<file path="config.mk">
export PLATFORM = sky130hd
export DESIGN_NAME = data_enc_flat
export DESIGN_NICKNAME = d
export VERILOG_FILES = /design/src/rtl/data_enc_if.sv /design/src/rtl/data_enc.sv /design/src/flat_wrapper.sv
export SDC_FILE = /design/constraint.sdc
export NUM_CORES = 1
export LEC_CHECK = 0
export BUFFER_PORTS_ARGS = -buffer_cell sky130_fd_sc_hd__clkbuf_2
export CORE_UTILIZATION = 31
export DETAILED_ROUTE_END_ITERATION = 7
export GPL_TIMING_DRIVEN = 0
export MAX_ROUTING_LAYER = met4
export SYNTH_ARGS = -nofsm -noshare
export SYNTH_HDL_FRONTEND = slang
export SYNTH_SLANG_ARGS = --single-unit
</file>
<file path="constraint.sdc">
create_clock -name clk -period 2.4 [get_ports clk]
set_input_delay 0 -clock clk [delete_from_list [all_inputs] [get_ports clk]]
set_output_delay 0 -clock clk [all_outputs]
set_load 0.005 [all_outputs]
</file>
<file path="src/rtl/data_enc_if.sv">
// Command/codeword bus between a command source and the data_enc Hamming(14,10) encoder.
interface data_enc_if #(
    parameter int data_l = 14,
    parameter int cmd_l  = 4
);
    logic              cmd_valid;
    logic              cmd_ready;
    logic [1:0]        mode;
    logic [cmd_l-1:0]  speed_cmd;
    logic [cmd_l-1:0]  dir_cmd;
    logic [data_l-1:0] data;
    logic              avl;
    logic [7:0]        tx_cnt;

    modport master (
        output cmd_valid, mode, speed_cmd, dir_cmd,
        input  cmd_ready, data, avl, tx_cnt
    );

    modport slave (
        input  cmd_valid, mode, speed_cmd, dir_cmd,
        output cmd_ready, data, avl, tx_cnt
    );
endinterface

</file>
<file path="src/rtl/data_enc.sv">
// Transmit-side command encoder: packs mode/speed/dir, Hamming(14,10) encodes, enforces a frame gap
// and periodically refreshes the last command. Optional macro FAULT_INJ_EN adds single-bit error injection.
module data_enc #(
    parameter int data_l      = 14,
    parameter int cmd_l       = 4,
    parameter int GAP_CYC     = 4,
    parameter int REFRESH_CYC = 1000
) (
    input  logic       clk,
    input  logic       rst,
    data_enc_if.slave  bus
`ifdef FAULT_INJ_EN
    ,
    input  logic       inj_en,
    input  logic [3:0] inj_pos
`endif
);

    localparam int PAY_W = 2 + 2 * cmd_l;
    localparam int GW    = $clog2(GAP_CYC + 2);
    localparam int RW    = $clog2(REFRESH_CYC + 2);
    localparam logic [GW-1:0] GAP_LAST = GW'(GAP_CYC);
    localparam logic [RW-1:0] REF_LAST = RW'(REFRESH_CYC - 1);
    localparam bit REF_EN = (REFRESH_CYC > 0);

    typedef enum logic {IDLE, GAP} state_t;

    state_t            state;
    logic [PAY_W-1:0]  payload;
    logic              has_cmd;
    logic [RW-1:0]     ref_cnt;
    logic [GW-1:0]     gap_cnt;
    logic [data_l-1:0] data_r;
    logic              avl_r;
    logic [7:0]        tx_cnt_r;

    logic [PAY_W-1:0]  new_p;
    logic              refresh_due;
    logic              launch;
    logic [PAY_W-1:0]  launch_p;
    logic [data_l-1:0] inj_mask;

    // Codeword position k lives in c[k-1]; parity at positions 1,2,4,8, even parity.
    function automatic logic [data_l-1:0] enc(input logic [PAY_W-1:0] p);
        logic [data_l-1:0] c;
        c     = '0;
        c[2]  = p[0];
        c[4]  = p[1];
        c[5]  = p[2];
        c[6]  = p[3];
        c[8]  = p[4];
        c[9]  = p[5];
        c[10] = p[6];
        c[11] = p[7];
        c[12] = p[8];
        c[13] = p[9];
        c[0]  = c[2] ^ c[4] ^ c[6] ^ c[8] ^ c[10] ^ c[12];
        c[1]  = c[2] ^ c[5] ^ c[6] ^ c[9] ^ c[10] ^ c[13];
        c[3]  = c[4] ^ c[5] ^ c[6] ^ c[11] ^ c[12] ^ c[13];
        c[7]  = c[8] ^ c[9] ^ c[10] ^ c[11] ^ c[12] ^ c[13];
        return c;
    endfunction

    assign new_p       = {bus.dir_cmd, bus.speed_cmd, bus.mode};
    assign refresh_due = REF_EN && has_cmd && (ref_cnt == REF_LAST);
    // A new command takes priority over a refresh expiring in the same cycle.
    assign launch      = (state == IDLE) && (bus.cmd_valid || refresh_due);
    assign launch_p    = bus.cmd_valid ? new_p : payload;

    always_comb begin
        inj_mask = '0;
`ifdef FAULT_INJ_EN
        if (inj_en && (inj_pos <= 4'd13))
            inj_mask[inj_pos] = 1'b1;
`endif
    end

    always_ff @(posedge clk or posedge rst) begin
        if (rst) begin
            state    <= IDLE;
            payload  <= '0;
            has_cmd  <= 1'b0;
            ref_cnt  <= '0;
            gap_cnt  <= '0;
            data_r   <= '0;
            avl_r    <= 1'b0;
            tx_cnt_r <= 8'd0;
        end else begin
            avl_r <= 1'b0;
            case (state)
                IDLE: begin
                    if (launch) begin
                        payload  <= launch_p;
                        has_cmd  <= 1'b1;
                        data_r   <= enc(launch_p) ^ inj_mask;
                        avl_r    <= 1'b1;
                        tx_cnt_r <= tx_cnt_r + 8'd1;
                        ref_cnt  <= '0;
                        gap_cnt  <= '0;
                        state    <= GAP;
                    end else if (REF_EN && has_cmd) begin
                        ref_cnt <= ref_cnt + 1'b1;
                    end
                end
                GAP: begin
                    if (gap_cnt == GAP_LAST)
                        state <= IDLE;
                    else
                        gap_cnt <= gap_cnt + 1'b1;
                end
                default: state <= IDLE;
            endcase
        end
    end

    assign bus.cmd_ready = (state == IDLE);
    assign bus.data      = data_r;
    assign bus.avl       = avl_r;
    assign bus.tx_cnt    = tx_cnt_r;

endmodule
</file>
<file path="src/flat_wrapper.sv">
// flat-port wrapper written by rule: the top's interface ports become plain ports
module data_enc_flat 
#(
    parameter int data_l      = 14,
    parameter int cmd_l       = 4,
    parameter int GAP_CYC     = 4,
    parameter int REFRESH_CYC = 1000
)
  (clk, rst, bus_cmd_valid, bus_mode, bus_speed_cmd, bus_dir_cmd, bus_cmd_ready, bus_data, bus_avl, bus_tx_cnt);
  data_enc_if #(.data_l(data_l), .cmd_l(cmd_l)) bus_i ();
  input  logic clk;
  input  logic rst;
  input wire logic [$bits(bus_i.cmd_valid)-1:0] bus_cmd_valid;
  input wire logic [$bits(bus_i.mode)-1:0] bus_mode;
  input wire logic [$bits(bus_i.speed_cmd)-1:0] bus_speed_cmd;
  input wire logic [$bits(bus_i.dir_cmd)-1:0] bus_dir_cmd;
  output wire logic [$bits(bus_i.cmd_ready)-1:0] bus_cmd_ready;
  output wire logic [$bits(bus_i.data)-1:0] bus_data;
  output wire logic [$bits(bus_i.avl)-1:0] bus_avl;
  output wire logic [$bits(bus_i.tx_cnt)-1:0] bus_tx_cnt;
  assign bus_i.cmd_valid = bus_cmd_valid;
  assign bus_i.mode = bus_mode;
  assign bus_i.speed_cmd = bus_speed_cmd;
  assign bus_i.dir_cmd = bus_dir_cmd;
  assign bus_cmd_ready = bus_i.cmd_ready;
  assign bus_data = bus_i.data;
  assign bus_avl = bus_i.avl;
  assign bus_tx_cnt = bus_i.tx_cnt;
  data_enc #(.data_l(data_l), .cmd_l(cmd_l), .GAP_CYC(GAP_CYC), .REFRESH_CYC(REFRESH_CYC)) u_core (.clk(clk), .rst(rst), .bus(bus_i));
endmodule
</file>
# Word-level counts from Yosys, hierarchy flattened
# Cells that the tools add are included.
# op_classes
add_sub_neg	3
mul	0
div_mod_pow	0
n_lt_le_gt_ge	0
n_eq_ne	4
shifts	0
n_mux	10
bitwise	21
n_reduce_logical	7
# op_table
operator	count
$mux 10	3
$xor 1x1->1	20
$add 10x1->10 const B	1
$eq 10x10->1 const B	1
$add 8x1->8 const B	1
$mux 3	2
$pmux 3 s2	1
$reduce_and 2->1	3
$add 3x1->3 const B	1
$eq 3x3->1 const B	1
$mux 1	3
$logic_and 1x1->1	2
$ne 2x1->1 const B	1
$ne 2x2->1 const B	1
$pmux 1 s2	1
$reduce_bool 2->1	1
$logic_or 1x1->1	1
$not 1->1	1
# word_totals
regBits	48
latch_bits	0
mem_bits_rw	0
romBits	0
wordCells	53
n_memories	0

# Logic depth before layout (Yosys ltp)
# logic_depth
ltp_word	6
mapped_depth	6
depth_no_buf	6

# Least setup slack after synthesis
# No wires, ideal clock.
# synth_path
path_type	register to register
start	reg u_core.ref_cnt[0]
end	reg u_core.data_r[0] (netlist: u_core.bus.data[0])
t_arrival_ps	1512
required_ps	2275
slack_ps	763
path_stages_with_launch	6
path_buffers	1
synth_period_minus_slack_ps	1637
cell_sequence	dfrtp_1 > ha_1 > nand3_1 > o41ai_2 > buf_4 > mux2_2
# synth_between
elab_chain_cells	5
# synth_rtl
item	line_no	source
from (decl)	data_enc.sv:31	logic [RW-1:0] ref_cnt;
from (signal assigned)	data_enc.sv:102	ref_cnt <= ref_cnt + 1'b1;
$eq 10x10->1	data_enc.sv:65	assign refresh_due = REF_EN && has_cmd && (ref_cnt == REF_LAST);
$logic_and 1x1->1	data_enc.sv:65	
$logic_or 1x1->1	data_enc.sv:67	assign launch = (state == IDLE) && (bus.cmd_valid || refresh_due);
$logic_and 1x1->1	data_enc.sv:67	
$reduce_and 2->1 (no line)	--	
to (signal assigned)	data_enc.sv:95	data_r <= enc(launch_p) ^ inj_mask;
to (decl)	data_enc.sv:33	logic [data_l-1:0] data_r;
# Every way passes these cells.
# A chain may end at the register's enable or synchronous reset.

# Worst setup path after layout
# layout_path
start	reg u_core.ref_cnt[0]
end	reg u_core.data_r[3] (netlist: u_core.bus.data[3])
# Same word-level chain as after synthesis.

==> qor.yml <==
timing:
  relSlewSlack_pct: 46.5
  fin_ws_ps: 567
  drv_slew: 0
  finalHoldViolCount: 0
  min_period_ps: 1830
  rsz0062_at_grt: "no"
  worst_pin_slew_ps: 802
  final.setup_skew_ps: 5.03
  max_freq_mhz: 546
  fin_tns_setup_ps: 0
  min_period_over_period_pct: 76.4
  final-setup-viol-count: 0
worst_setup_path:
  crit_type: "flip-flop to flip-flop"
  crit_path_cell_trace: "ha_1 > nand3_1 > o41ai_2 > buf_4 > mux2_2"
  endpoint_kind: "flip-flop"
  worstPathRequired_ps: 2570
  slowest_stage: "dfrtp_1"
  critPathArrivalTime_ps: 2010
  critPathLaunchType: "flip-flop"
  crit_path_max_incr_delay_ps: 400
  cp_max_fo: 10
placed_design:
  numPortBuffers: 36
  dp_hpwl_mm: 2.67
  gp_congestion: 0.775
  post-place-ws_ps: 548
clocking:
  cts-resized-gates: 0
  cts_max_level: 2
  clock_latency_ps: 290
  clock-sinks: 38
  cts_buffers: 5
  clockBufferDepth: 2
  cts_root_buf: "clkbuf_8"
  cts_tree: "built"
  clkSlewWorstSetupHoldPaths_ps: 70
  post_cts_buffers: 0
layout:
  fillerInstances: 614
  num_antenna_cells: 0
  multi_input_area_um2: 985
  final_common_cell: "dfrtp_1"
  area_delta_synth_final_pct: 22.7
  final_cell_mix: "38 x dfrtp_1, 36 x clkbuf_2, 26 x xnor2_1"
  drive_gt1_share_pct: 28.1
  nets: 244
  layout.area.seq_um2: 951
yosys:
  ys_ff_latch: 38
  synth.avg_cell_area_um2: 11.2
  ys_warn_count: 0
  ys_types: 27
  synthesis.area_mm2: 0.00198
  synthesis.nets: 194
  synthCells: 177
  seq_area_frac_synth_pct: 48.0
global_routing:
  grt_start_max_net_pins: 39
  grt.total_usage_pct: 12.7
  grt_pass1_wl_mm: 6.23
  antenna_found_initial: 0
  globalRouteOverflowTotal: 0
  grt_pass1_vias: 1411
flow_run:
  maxCapViolCount: 0
detailed_routing:
  routedWlPerCell_um: 12.0
  drt-initial-drc-count: 60
  wirelength_mm: 3.64
  num_vias: 1401
  firstDrtPassIters: 4
  vias_per_cell: 4.62
  ant_nets: 0
  drc: 0
hold_path:
  worstHoldPathType: "primary input to flip-flop"
floorplan:
  coreArea_mm2: 0.00603
  die_x_um: 82.0
  io_pins: 37
  die_h_um: 82.0
  start_util_pct: 32.9
  rows: 28
  dieArea_mm2: 0.00672
status:
  status: "finished, final reports clean"
pwr:
  power_mw: 2.80
  irDropWorstVdd_uv: 703
  powerDensity_mw_per_mm2: 1150
  p_leak_nw: 1.09
kinds of logic (layout without fill, tap and decap cells):
logic type / count (synthesis) / after routing / share of synthesized area (%)
and+or+nand+nor: 49 / 49 / 12.2
AOI/OAI and AO/OA: 13 / 13 / 4.29
DFF: 38 / 38 / 48.0
muxes: 23 / 23 / 12.6
xor gates and xnor gates: 41 / 41 / 18.1
buffers and inverters: 9 / 60 / 2.34
adders and majority gates: 4 / 4 / 2.53
area by class of cell:
| type | instances | area share [%] |
|---|---|---|
| well taps | 75 | 3.86 |
| plain buffers | 4 | 1.13 |
| multi-input cells | 130 | 40.5 |
| repair buffers | 43 | 10.3 |
| clock buffers | 7 | 3.14 |
| inverters | 5 | 0.772 |
| clock inverters | 1 | 1.23 |
| flip-flops and latches | 38 | 39.1 |
timing repair:
action,in CTS,in global routing
hold buffers,7,0
endpoints found under the setup margin,0,0
endpoints found under the hold margin,44,0
path summary, 6_finish.rpt:
check / start / to / slack (ps) / cells past startpoint
min in group asynchronous: rst / u_core.bus.tx_cnt[1]$_DFFE_PP0P_ / 410 / 3
hold / removal: bus_speed_cmd[2] / u_core.bus.data[8]$_DFFE_PP0P_ / 7 / 2
max in group asynchronous: rst / u_core.ref_cnt[0]$_DFFE_PP0P_ / 1480 / 3
hold reg to reg: u_core.bus.tx_cnt[7]$_DFFE_PP0P_ / u_core.bus.tx_cnt[7]$_DFFE_PP0P_ / 480 / 1
setup / recovery: u_core.ref_cnt[0]$_DFFE_PP0P_ / u_core.bus.data[3]$_DFFE_PP0P_ / 570 / 5
setup reg to reg: u_core.ref_cnt[0]$_DFFE_PP0P_ / u_core.bus.data[3]$_DFFE_PP0P_ / 570 / 5
through the flow:
| stage | instance area (µm²) | util [%] | hold slack (ps) | std cells |
|---|---|---|---|---|
| after floorplan | 1980 | - | 152 | 177 |
| after global placement | 2260 | 37.4 | 266 | 288 |
| after detailed placement | 2260 | 37.4 | 197 | 288 |
| after CTS | 2430 | 40.4 | 0.0475 | 303 |
| after global routing | 2430 | 40.4 | 0.366 | 303 |
| final | 2430 | 40.4 | 6.71 | 303 |
flip-flops by register name, indices dropped and copies added (netlist names):
name,cells
u_core.bus.tx_cnt,8
u_core.gap_cnt,3
u_core.bus.avl,1
u_core.ref_cnt,10
u_core.has_cmd,1
u_core.bus.data,14
u_core.state,1
cells in the mapped netlist:
cell type	count	area share [%]
dfrtp_1	38	48
xnor2_1	26	11
mux2_2	15	8.5
xor2_1	15	6.6
nand2_1	14	2.7
nor2_1	12	2.3
mux2i_1	8	4.0
nand3_1	6	1.5
o21ai_0	6	1.5
inv_1	5	0.95
ha_1	4	2.5
a21oi_1	3	0.76
buf_4	3	1.1
nand2b_1	3	0.95
nand4_1	3	0.95
nor3_1	3	0.76
nor4_1	3	0.95
a32o_1	1	0.51
buf_2	1	0.25
nand4b_1	1	0.44
nand4bb_1	1	0.57
nor2b_1	1	0.32
nor3_2	1	0.51
o211ai_1	1	0.38
o22ai_1	1	0.32
o41ai_2	1	0.82
or3_1	1	0.32
routing by layer:
metal | vias up | wire length [µm] | GRT usage [%]
met2 | 31 | 1700 | 19.9
met5 | - | 0 | -
met1 | 664 | 1720 | 15.4
met4 | 0 | 43 | 4.91
li1 | 701 | - | -
met3 | 5 | 177 | 3.33
critical path, delay by kind of cell (launching register included):
kind	cells	cell delay, ps
compound gates	1	320
fa+ha+maj	1	270
buf+inv	1	250
flops	1	400
mux	1	340
simple gates	1	130
where the power goes:
group | switching, mW | internal, mW | total, mW
Sequential | 0.247 | 0.866 | 1.11
Combinational | 0.506 | 0.654 | 1.16
Clock | 0.215 | 0.311 | 0.526
Total | 0.968 | 1.83 | 2.80
Note: power is estimated with default switching activity, not from simulation.
